**src/rtl/alu_seq16_pkg.sv**
```systemverilog
// Shared types and ALU control constants for the 16-bit add/sub/compare
// sequencer that drives an external 8-bit ALU.
package alu_seq16_pkg;

    typedef enum logic [1:0] {
        OP_ADD16 = 2'b00,
        OP_SUB16 = 2'b01,
        OP_CMP16 = 2'b10,
        OP_RSVD  = 2'b11
    } req_op_e;

    typedef enum logic [2:0] {
        ST_IDLE = 3'd0,
        ST_LO   = 3'd1,
        ST_HI   = 3'd2,
        ST_FIX  = 3'd3,
        ST_DONE = 3'd4
    } state_e;

    localparam logic [3:0] ALU_OP_NOP = 4'b0000;
    localparam logic [3:0] ALU_OP_ADD = 4'b0010;
    localparam logic [3:0] ALU_OP_SUB = 4'b0011;

    localparam logic ALU_OPTYPE_ARITH = 1'b0;
    localparam logic ALU_OPTYPE_IDLE  = 1'b1;

    // Two's-complement overflow from operand and result sign bits.
    function automatic logic calc_ovf(input logic is_sub, input logic a15,
                                      input logic b15, input logic r15);
        if (is_sub)
            return (a15 != b15) && (r15 != a15);
        return (a15 == b15) && (r15 != a15);
    endfunction

endpackage

```
**src/rtl/alu_seq16.sv**
```systemverilog
// Sequences a 16-bit ADD/SUB/CMP through an external 8-bit ALU: low byte,
// high byte, then an optional +/-1 fix-up pass when the low byte carried.
module alu_seq16
    import alu_seq16_pkg::*;
(
    input  logic        clk,
    input  logic        rst,
    input  logic        req_valid,
    output logic        req_ready,
    input  logic [1:0]  req_op,
    input  logic [15:0] req_a,
    input  logic [15:0] req_b,
    output logic        rsp_valid,
    input  logic        rsp_ready,
    output logic [15:0] rsp_result,
    output logic        rsp_z,
    output logic        rsp_c,
    output logic        rsp_n,
    output logic        rsp_v,
    output logic        rsp_err,
    output logic        alu_optype,
    output logic [3:0]  alu_op,
    output logic [7:0]  alu_acc,
    output logic [7:0]  alu_reg,
    input  logic [7:0]  alu_out,
    input  logic        alu_c
);

    state_e      state, state_d;
    req_op_e     op_q;
    req_op_e     new_op;
    logic [15:0] a_q, b_q;
    logic [7:0]  lo_q, hi_q;
    logic        c1_q, c2_q;
    logic        is_sub;
    logic        finish;
    logic        carry_fin;
    logic [15:0] sum16;

    assign new_op    = req_op_e'(req_op);
    assign is_sub    = (op_q != OP_ADD16);
    assign req_ready = (state == ST_IDLE);
    assign rsp_valid = (state == ST_DONE);

    // The high byte is final either in HI (no low carry) or after FIX.
    assign finish    = ((state == ST_HI) && !c1_q) || (state == ST_FIX);
    assign sum16     = {alu_out, lo_q};
    assign carry_fin = (state == ST_FIX) ? (c2_q | alu_c) : alu_c;

    always_comb begin
        state_d    = state;
        alu_optype = ALU_OPTYPE_IDLE;
        alu_op     = ALU_OP_NOP;
        alu_acc    = 8'h00;
        alu_reg    = 8'h00;
        case (state)
            ST_IDLE: begin
                if (req_valid)
                    state_d = (new_op == OP_RSVD) ? ST_DONE : ST_LO;
            end
            ST_LO: begin
                alu_optype = ALU_OPTYPE_ARITH;
                alu_op     = is_sub ? ALU_OP_SUB : ALU_OP_ADD;
                alu_acc    = a_q[7:0];
                alu_reg    = b_q[7:0];
                state_d    = ST_HI;
            end
            ST_HI: begin
                alu_optype = ALU_OPTYPE_ARITH;
                alu_op     = is_sub ? ALU_OP_SUB : ALU_OP_ADD;
                alu_acc    = a_q[15:8];
                alu_reg    = b_q[15:8];
                state_d    = c1_q ? ST_FIX : ST_DONE;
            end
            ST_FIX: begin
                alu_optype = ALU_OPTYPE_ARITH;
                alu_op     = is_sub ? ALU_OP_SUB : ALU_OP_ADD;
                alu_acc    = hi_q;
                alu_reg    = 8'h01;
                state_d    = ST_DONE;
            end
            ST_DONE: begin
                if (rsp_ready)
                    state_d = ST_IDLE;
            end
            default: state_d = ST_IDLE;
        endcase
    end

    always_ff @(posedge clk or posedge rst) begin
        if (rst) begin
            state      <= ST_IDLE;
            op_q       <= OP_ADD16;
            a_q        <= 16'h0000;
            b_q        <= 16'h0000;
            lo_q       <= 8'h00;
            hi_q       <= 8'h00;
            c1_q       <= 1'b0;
            c2_q       <= 1'b0;
            rsp_result <= 16'h0000;
            rsp_z      <= 1'b0;
            rsp_c      <= 1'b0;
            rsp_n      <= 1'b0;
            rsp_v      <= 1'b0;
            rsp_err    <= 1'b0;
        end else begin
            state <= state_d;
            case (state)
                ST_IDLE: begin
                    if (req_valid) begin
                        a_q  <= req_a;
                        b_q  <= req_b;
                        op_q <= new_op;
                        if (new_op == OP_RSVD) begin
                            rsp_result <= 16'h0000;
                            rsp_z      <= 1'b0;
                            rsp_c      <= 1'b0;
                            rsp_n      <= 1'b0;
                            rsp_v      <= 1'b0;
                            rsp_err    <= 1'b1;
                        end
                    end
                end
                ST_LO: begin
                    lo_q <= alu_out;
                    c1_q <= alu_c;
                end
                ST_HI: begin
                    hi_q <= alu_out;
                    c2_q <= alu_c;
                end
                default: ;
            endcase
            // Flags always reflect the true difference, even for CMP16.
            if (finish) begin
                rsp_result <= (op_q == OP_CMP16) ? 16'h0000 : sum16;
                rsp_z      <= (sum16 == 16'h0000);
                rsp_c      <= carry_fin;
                rsp_n      <= sum16[15];
                rsp_v      <= calc_ovf(is_sub, a_q[15], b_q[15], sum16[15]);
                rsp_err    <= 1'b0;
            end
        end
    end

endmodule

```
**config.mk**
```make
export PLATFORM = sky130hd
export DESIGN_NAME = alu_seq16
export DESIGN_NICKNAME = d
export VERILOG_FILES = /design/src/rtl/alu_seq16_pkg.sv /design/src/rtl/alu_seq16.sv
export SDC_FILE = /design/constraint.sdc
export NUM_CORES = 1
export LEC_CHECK = 0
export ABC_AREA = 0
export ABC_CLOCK_PERIOD_IN_PS = 2350
export BUFFER_PORTS_ARGS = -buffer_cell sky130_fd_sc_hd__buf_2
export CAP_MARGIN = 20
export CORE_UTILIZATION = 49
export CTS_BUF_LIST = sky130_fd_sc_hd__clkbuf_8
export DETAILED_ROUTE_END_ITERATION = 8
export GPL_TIMING_DRIVEN = 0
export HOLD_SLACK_MARGIN = 0.03
export PLACE_DENSITY = 0.79
export SLEW_MARGIN = 20
export SYNTH_ARGS = -nofsm -noshare
export SYNTH_HDL_FRONTEND = slang
export SYNTH_SLANG_ARGS = --single-unit
```
**constraint.sdc**
```tcl
create_clock -name clk -period 2.35 [get_ports clk]
set_clock_uncertainty 0.05 [all_clocks]
set_input_delay 0.235 -clock clk [delete_from_list [all_inputs] [get_ports clk]]
set_output_delay 0.235 -clock clk [all_outputs]
set_load 0.005 [all_outputs]
```
### Yosys cells after proc, flatten, opt, wreduce, memory -nomap -nowiden

Cells that the tools add are included.

* flip-flop bits (word level): 76
* bits of input ports: 47
* output and inout port bits: 44
* word-level logic and storage cells: 72

* equal/unequal tests: 11
* multiplexer cells: 31
* bitwise operators: 1
* reductions and logical operators: 15

Operators by type and width (number)
* 16-bit 2-to-1 mux: 5
* 8-bit case mux with 3 select lines: 2
* 1-bit 2-to-1 mux: 18
* 16-bit logical NOT: 1
* 3-bit case mux with 5 select lines: 1
* 3-bit 2-to-1 mux: 4
* 2-bit nonzero test: 4
* 3-bit by 2-bit equality test with 1-bit output, second input constant: 2
* 2-bit equality test, second input constant: 2
* 2-bit AND reduction: 2
* 3-bit by 1-bit equality test with 1-bit output, second input constant: 1
* 3-bit equality test, second input constant: 1
* 1-bit logical AND: 3
* 3-bit logical NOT: 1
* 3-bit AND reduction: 1
* 3-bit OR reduction: 1
* 2-bit 2-to-1 mux: 1
* 1-bit inequality test: 2
* 2-bit by 1-bit inequality test with 1-bit output, second input constant: 1
* 2-bit inequality test, second input constant: 1
* 1-bit equality test: 1
* 1-bit logical NOT: 1
* 1-bit logical OR: 1
* 1-bit bitwise OR: 1

### Logic depth before layout (Yosys ltp)

Gate-level depths: netlist of run 1.

* depth in word-level cells: 6
* gate-level depth with buffers: 6
* depth with buffers taken out: 4

### Worst setup path before layout of run 1

Ideal clock, no wire load.

* path type: reg2reg
* from: reg state[2]
* to: reg a_q[0]
* library setup time: 0.125 ns
* data arrival time: 1.582 ns
* required time: 2.175 ns
* slack: 0.593 ns
* cell stages (with the launch flop): 5
* path buffers: 2
* period minus slack after synthesis: 1.757 ns
* path through: dfrtp_1 buf_2 nor4b_4 buf_2 mux2_2

* longest elaborated chain between the ends: 2

Ends and longest elaborated chain
* start: declaration: RTL line alu_seq16.sv:29 `state_e state, state_d;`
* start signal: assignment: RTL line alu_seq16.sv:107 `state <= state_d;`
* 3-bit logical NOT: RTL line alu_seq16.sv:108 `case (state)`
* 2-bit AND reduction (no line)
* end signal: assignment: RTL line alu_seq16.sv:111 `a_q <= req_a;`
* end: declaration: RTL line alu_seq16.sv:32 `logic [15:0] a_q, b_q;`

No other way between the ends.
A chain may end at the register's enable or synchronous reset.

### Final worst setup path of run 1

* from: reg state[0]
* to: out alu_acc[6]

* longest elaborated chain between the ends: 2
* elaborated cells between the ends (all ways): 4
* classes of those cells: eq/ne: 3; mux: 1

Ends and longest elaborated chain
* 3-bit by 2-bit equality test with 1-bit output or 3-bit by 1-bit equality test with 1-bit output (tied branches): RTL line alu_seq16.sv:56 `case (state)`
* 8-bit case mux with 3 select lines (*): RTL line alu_seq16.sv:56
* end: declaration: RTL line alu_seq16.sv:23 `output logic [7:0] alu_acc,`

Mark *: on every way between the ends. The rest lies on a longest branch, timed or not.

==> impl_metrics.yaml, run 1 <==
routing:
  firstDrtPassIters: 4
  detail_route.drc_violations: 0
  detail_route.iter0.violations: 108
  detail_route.wl_per_cell_um: 16.3
  ant_nets: 0
  detail_route.vias_per_cell: 5.51
  detail_route.wirelength_mm: 6.98
  routed-via-count: 2357
global_routing:
  first_global_vias: 2394
  grt-ovfl-total: 0
  wire_length_of_the_first_global_routing_pass_mm: 11.6
  grt_start_max_net_pins: 60
  grtUsageTotal_pct: 21.8
  grt_antenna_before_repair: 0
clocking:
  worstSkewPairLatency_ns: 0.35
  clockRootBuffer: "sky130_fd_sc_hd__clkbuf_8"
  clock_sinks: 76
  tritoncts_clock_tree: "done"
  cts.clk_slew.worst_paths_ns: 0.08
  clock_buffers_created_by_tritoncts: 9
  max-clock-path-buffers: 2
  h_tree_levels: 3
floorplan:
  core.rowCount: 29
  chipWidth_um: 83.8
  core-area_um2: 6390
  fp.dieArea_um2: 7020
  floorplan.io_pins: 91
  initial_core_util_pct: 51.3
  die_h_um: 83.8
synthesis:
  yosys-top-cells-area: "sky130_fd_sc_hd__dfrtp_1 (58%), sky130_fd_sc_hd__mux2_2 (21%), sky130_fd_sc_hd__a22o_1 (6.4%)"
  yosysWarningCount: 0
  yosysSeqAreaShare_pct: 58.1
  ys_types: 33
  post_synth_design_cell_area_um2: 3280
  synth.ff_latch_count: 76
  synth_largest_type_area_fraction_pct: 58.1
  postSynthCellCount: 242
  synth_enable_flop_cells: 0
  synthArstFlopShare_pct: 100
  syn_area_per_cell_um2: 13.5
  synth-main-ff-cell: "sky130_fd_sc_hd__dfrtp_1"
  yosys.area.top_type: "sky130_fd_sc_hd__dfrtp_1"
timing:
  hold_violations: 0
  tightestPinTransition_ns: 0.588
  post-route-period-util_pct: 94.3
  finalMaxSlewViolations: 0
  final_report_setup_violation_count: 0
  fin_tns_setup_ns: 0
  rsz_0062_raised_after_global_routing: "false"
  setup_slack_ns: 0.134
  final_period_minus_worst_setup_slack_ns: 2.22
  max_freq_mhz: 451
  relSlewSlack_pct: 60.6
cells_and_area:
  final_nets: 393
  area.sequential_um2: 1900
  multiInputGateArea_um2: 1290
  filler_cell_count: 519
  final_cells: 428
  layout.core_utilization_pct: 64.4
  n_antenna_cell: 0
  post_route_cells_drive_above_1_share_pct: 53.0
  post_route_cell_area_um2: 4120
  area_growth_syn_to_layout_pct: 25.6
  layout_commonest_cell: "sky130_fd_sc_hd__buf_2"
  most-common-layout-cells: "sky130_fd_sc_hd__buf_2 (97), sky130_fd_sc_hd__dfrtp_1 (76), sky130_fd_sc_hd__mux2_2 (60)"
setup_path:
  startpoint_type: "register"
  crit_end_category: "primary output"
  criticalPathCategory: "reg2out"
  worst_ep_arrival_time_ns: 1.93
  timing.critical_path.required_ns: 2.07
  worstPathMaxFanout: 10
placement:
  hpwl_mm: 5.06
  portBuffers: 88
  numPlacedInstances: 409
  pre_cts_slack_ns: 0.267
  dpl_cell_area_um2: 3850
  gpl.final_weighted_congestion: 0.833
power:
  pwr-share-comb_pct: 39.8
  total_leakage_power_uw: 0.00198
  proportion_of_power_drawn_by_the_clock_network_pct: 19.4
  cell_internal_pwr_uw: 3860
  vdd.ir_drop.worst_v: 0.000674
  netSwitchingPower_uw: 1870
  seq_power_share_pct: 40.7
  switching_share_of_power_pct: 32.7
  power_density_nw_per_um2: 1390
outcome:
  run_status: "finished clean"
min_path:
  min-delay-path-class: "in2reg"
run:
  number_of_max_cap_violations: 0
## metrics by stage
| stage | total power, uW | hold slack, ns |
|---|---|---|
| after global placement | 4500 | 0.404 |
| after floorplan | 3830 | 0.292 |
| after CTS | 5740 | 0.0369 |
| final | 5730 | 0.0411 |
| after global routing | 6110 | 0.0451 |
| after detailed placement | 4610 | 0.140 |
## power by group through the flow
stage	combinational [uW]	sequential, uW	clock (uW)
after floorplan	1560	2260	0
after global placement	2190	2310	0
after detailed placement	2250	2360	0
after CTS	2280	2330	1130
after global routing	2510	2410	1190
final	2280	2330	1110
## cell type report
type                    count  share of cell area, %
multi-input cells         147                   31.4
plain buffers              17                   2.28
inverters                   3                  0.334
flip-flops and latches     76                   46.2
clock buffers              10                   3.34
clock inverters             6                   2.10
repair buffers             92                   12.0
well taps                  77                   2.34
## worst max-delay path, cell delays in order, from the launching register on
cell	delay, ns
sky130_fd_sc_hd__dfrtp_1	0.39
sky130_fd_sc_hd__clkbuf_4	0.24
sky130_fd_sc_hd__clkbuf_4	0.25
sky130_fd_sc_hd__mux2_2	0.35
sky130_fd_sc_hd__a22oi_1	0.15
sky130_fd_sc_hd__nor2_1	0.06
sky130_fd_sc_hd__buf_2	0.14
## synthesized netlist by cell type (all sizes together) (2+ instances only)
cell type and n:
a22oi 9, nand2 3, nor4b 2, a22o 24
a21oi 2, mux2 60, nor2b 4, nand2b 3
nor4 4, inv 3, o21ai 3, nor3 3
clkbuf 3, buf 14, o2bb2ai 2, dfrtp 76
nor2 16
## timing repair
item | CTS | global route
buffers inserted | 0 | 2
hold buffers | 1 | 0
resized for setup | 3 | 4
endpoints found under the hold margin | 17 | 0
pin swaps | 0 | 0
setup endpoints to repair | 11 | 12
gates cloned | 0 | 0
## metal layers
metal / GRT usage [%] / part of all wire (%) / routed length [um] / up-vias
met4: 10.8 / 1.8 / 127 / 0
met5: 0 / 0 / 0 / -
met3: 4.75 / 5.1 / 354 / 12
li1: - / - / - / 1099
met2: 35.7 / 50 / 3500 / 76
met1: 27.5 / 43 / 3000 / 1170
## state kept, by name, indices dropped and copies added (netlist names)
signal      cells
rsp_c           1
rsp_z           1
rsp_n           1
state           3
hi_q            8
op_q            2
lo_q            8
rsp_err         1
c2_q            1
rsp_v           1
c1_q            1
a_q            16
b_q            16
rsp_result     16
## kinds of logic (layout without fill, tap and decap cells)
kind of cell           after synthesis  count (layout)  synth area share [%]
AOI/OAI and AO/OA                   45              45                  11.0
and+or+nand+nor                     39              39                  6.91
other                                1               2                 0.114
buffers and inverters               20             128                  2.94
DFF                                 76              76                  58.1
muxes                               61              61                  20.9
## worst paths after layout
check                           from            end  slack, ns  cells after the start
max                         state[0]     alu_acc[6]       0.13                      6
min in group asynchronous        rst  rsp_result[2]       0.31                      3
max in group asynchronous        rst         a_q[0]       1.40                      4
min                        rsp_ready       state[2]       0.04                      2
max reg2reg                 state[2]         b_q[3]       0.30                      4
min reg2reg                    rsp_c          rsp_c       0.44                      1
No activity file was read; power rests on OpenSTA's default activity.
==> run 2: changes to the inputs <==
--- a/config.mk
+++ b/config.mk
@@ -6,12 +6,13 @@
 export NUM_CORES = 1
 export LEC_CHECK = 0
 export ABC_AREA = 0
-export ABC_CLOCK_PERIOD_IN_PS = 2350
+export ABC_CLOCK_PERIOD_IN_PS = 2000
 export BUFFER_PORTS_ARGS = -buffer_cell sky130_fd_sc_hd__buf_2
 export CAP_MARGIN = 20
 export CORE_UTILIZATION = 49
 export CTS_BUF_LIST = sky130_fd_sc_hd__clkbuf_8
 export DETAILED_ROUTE_END_ITERATION = 8
+export GPL_ROUTABILITY_DRIVEN = 0
 export GPL_TIMING_DRIVEN = 0
 export HOLD_SLACK_MARGIN = 0.03
 export PLACE_DENSITY = 0.79
==> constraint.sdc (replaced) <==
create_clock -name clk -period 2 [get_ports clk]
set_clock_uncertainty 0.05 [all_clocks]
set_input_delay 0.2 -clock clk [delete_from_list [all_inputs] [get_ports clk]]
set_output_delay 0.2 -clock clk [all_outputs]
set_load 0.005 [all_outputs]
==> run 2 against run 1 <==
Effect of this change:
- combinational power increased by 28%
- via count increased by 2.5%
- cell count increased by 6.1%
- count of clock-buffer cells in the layout increased by 2
- final area increased by 6.7%
- worst setup slack got worse by 0.094 ns
- critical path type unchanged
==> impl_metrics.yaml, run 2 (synthesis gave the netlist of run 1 again) <==
outcome:
  run_status: "finished clean"
routing:
  detail_route.vias_per_cell: 5.32
  detail_route.drc_violations: 0
  firstDrtPassIters: 4
  routed-via-count: 2417
  detail_route.wirelength_mm: 7.36
  detail_route.wl_per_cell_um: 16.2
  detail_route.iter0.violations: 95
  ant_nets: 0
timing:
  setup_slack_ns: 0.0404
  finalMaxSlewViolations: 0
  final_period_minus_worst_setup_slack_ns: 1.96
  max_freq_mhz: 510
  hold_violations: 0
  post-route-period-util_pct: 98.0
  rsz_0062_raised_after_global_routing: "true"
  final_report_setup_violation_count: 0
  fin_tns_setup_ns: 0
  hold_slack_ns: 0.0283
floorplan:
  chipWidth_um: 83.8
  floorplan.io_pins: 91
  initial_core_util_pct: 51.3
  core.rowCount: 29
  core-area_um2: 6390
  die_h_um: 83.8
  fp.dieArea_um2: 7020
clocking:
  cts.clk_slew.worst_paths_ns: 0.08
  max-clock-path-buffers: 2
  clock_buffers_created_by_tritoncts: 9
  h_tree_levels: 3
  clock_sinks: 76
  worstSkewPairLatency_ns: 0.35
  clockRootBuffer: "sky130_fd_sc_hd__clkbuf_8"
  tritoncts_clock_tree: "done"
setup_path:
  crit_path_end: "alu_acc[6]"
  worstPathCellList: "buf_6 -> buf_8 -> mux2_2 -> a22oi_1 -> nor2_1 -> buf_2"
  worstPathMaxFanout: 10
  critPathMaxStageDelay_ns: 0.36
  worst_ep_arrival_time_ns: 1.71
  r2r_setup_slack_ns: 0.11
  crit_start: "state[0]"
  crit-reg2reg-launch: "state[0]"
  timing.critical_path.required_ns: 1.75
  criticalPathCategory: "reg2out"
  worst_r2r_endpoint: "a_q[8]"
  worst_path_depth: 6
  worst_path_max_delay_cell: "sky130_fd_sc_hd__dfrtp_1"
  rr_worst_depth: 5
  buf_inv_stages_crit_path: 3
  timing.critical_path.max_delay_family: "buffers and inverters"
  crit_end_category: "primary output"
  startpoint_type: "register"
cells_and_area:
  n_antenna_cell: 0
  final_nets: 419
  layout_commonest_cell: "sky130_fd_sc_hd__buf_2"
  reg.largest.list: "a_q: 16 flops, b_q: 16 flops, rsp_result: 16 flops"
  most-common-layout-cells: "sky130_fd_sc_hd__buf_2 (95), sky130_fd_sc_hd__dfrtp_1 (76), sky130_fd_sc_hd__mux2_2 (60)"
  post_route_cells_drive_above_1_share_pct: 52.8
  filler_cell_count: 473
  final_cells: 454
  area_growth_syn_to_layout_pct: 34.0
placement:
  portBuffers: 88
  pre_cts_slack_ns: -0.0493
  hpwl_mm: 5.09
  numPlacedInstances: 410
global_routing:
  grtUsageTotal_pct: 22.7
  first_global_vias: 2460
  grt_start_max_net_pins: 35
  grt-ovfl-total: 0
  wire_length_of_the_first_global_routing_pass_mm: 12.1
  grt_antenna_before_repair: 0
power:
  proportion_of_power_drawn_by_the_clock_network_pct: 17.7
  cell_internal_pwr_uw: 4640
  vdd.ir_drop.worst_v: 0.000855
  switching_share_of_power_pct: 32.7
  power_density_nw_per_um2: 1570
  pwr-share-comb_pct: 42.4
  netSwitchingPower_uw: 2250
  power.total_uw: 6890
  seq_power_share_pct: 39.8
  total_leakage_power_uw: 0.00211
run:
  number_of_max_cap_violations: 0
min_path:
  min-delay-path-class: "in2reg"
[run 2: cell types whose count changed in the layout (fill, tap and decap cells not counted), sizes merged]
cell         delta
dlygate4sd3    +17
buf             +9
clkbuf          +2
bufinv          -1
inv             -1
[run 2: area by class of cell]
cell class | instances | area, um2 | share of cell area, %
Sequential cell | 76 | 1900 | 43.3
Multi-Input combinational cell | 147 | 1310 | 29.8
Timing Repair Buffer | 118 | 736 | 16.8
Clock buffer | 12 | 165 | 3.76
Buffer | 17 | 119 | 2.71
Tap cell | 77 | 96.3 | 2.19
Clock inverter | 4 | 47.5 | 1.08
Inverter | 3 | 15.0 | 0.342
[run 2: repair_timing]
action | in CTS | in global routing
endpoints found under the setup margin | 52 | 15
setup buffers | 5 | 5
hold buffers | 17 | 1
pin swaps | 2 | 1
hold endpoints to repair | 30 | 1
gates resized for setup | 10 | 11
[run 2: layer usage]
| layer | vias up | track usage (%) | part of all wire [%] |
|---|---|---|---|
| met5 | - | 0 | 0 |
| met4 | 0 | 11.9 | 2.4 |
| met3 | 14 | 3.76 | 4.3 |
| met2 | 77 | 35.3 | 49 |
| met1 | 1172 | 30.6 | 45 |
| li1 | 1154 | - | - |
[run 2: worst reg2reg max path, stage by stage, from the launching register on]
cell,delay (ns)
sky130_fd_sc_hd__dfrtp_1,0.39
sky130_fd_sc_hd__buf_4,0.14
sky130_fd_sc_hd__buf_4,0.13
sky130_fd_sc_hd__nor4b_4,0.37
sky130_fd_sc_hd__buf_2,0.33
sky130_fd_sc_hd__mux2_2,0.37
[run 2: worst min-delay path by stage]
stage,start,endpoint,slack (ns),cells after the start
final,req_a[3],a_q[3],0.03,2
after global routing,req_a[3],a_q[3],0.03,2
after CTS,req_b[1],b_q[1],0.03,2
after detailed placement,rst,rsp_result[7],0.14,2
after global placement,rsp_ready,state[2],0.37,2
after floorplan,rsp_ready,state[2],0.26,1
[run 2: power by group through the flow]
stage          clock network (uW)  logic (uW)  registers, uW
3_3_place_gp                    0        2570           2720
2_1_floorplan                   0        1840           2660
3_5_place_dp                    0        2650           2760
5_1_grt                      1300        3180           2840
4_1_cts                      1240        2810           2730
6_report                     1220        2920           2750
[run 2: metrics by stage]
step / util [%] / instance area, um2
6_report: 68.8 / 4390
5_1_grt: 68.8 / 4390
4_1_cts: 67.5 / 4310
3_5_place_dp: 60.4 / 3860
3_3_place_gp: 59.8 / 3820
2_1_floorplan: - / 3280
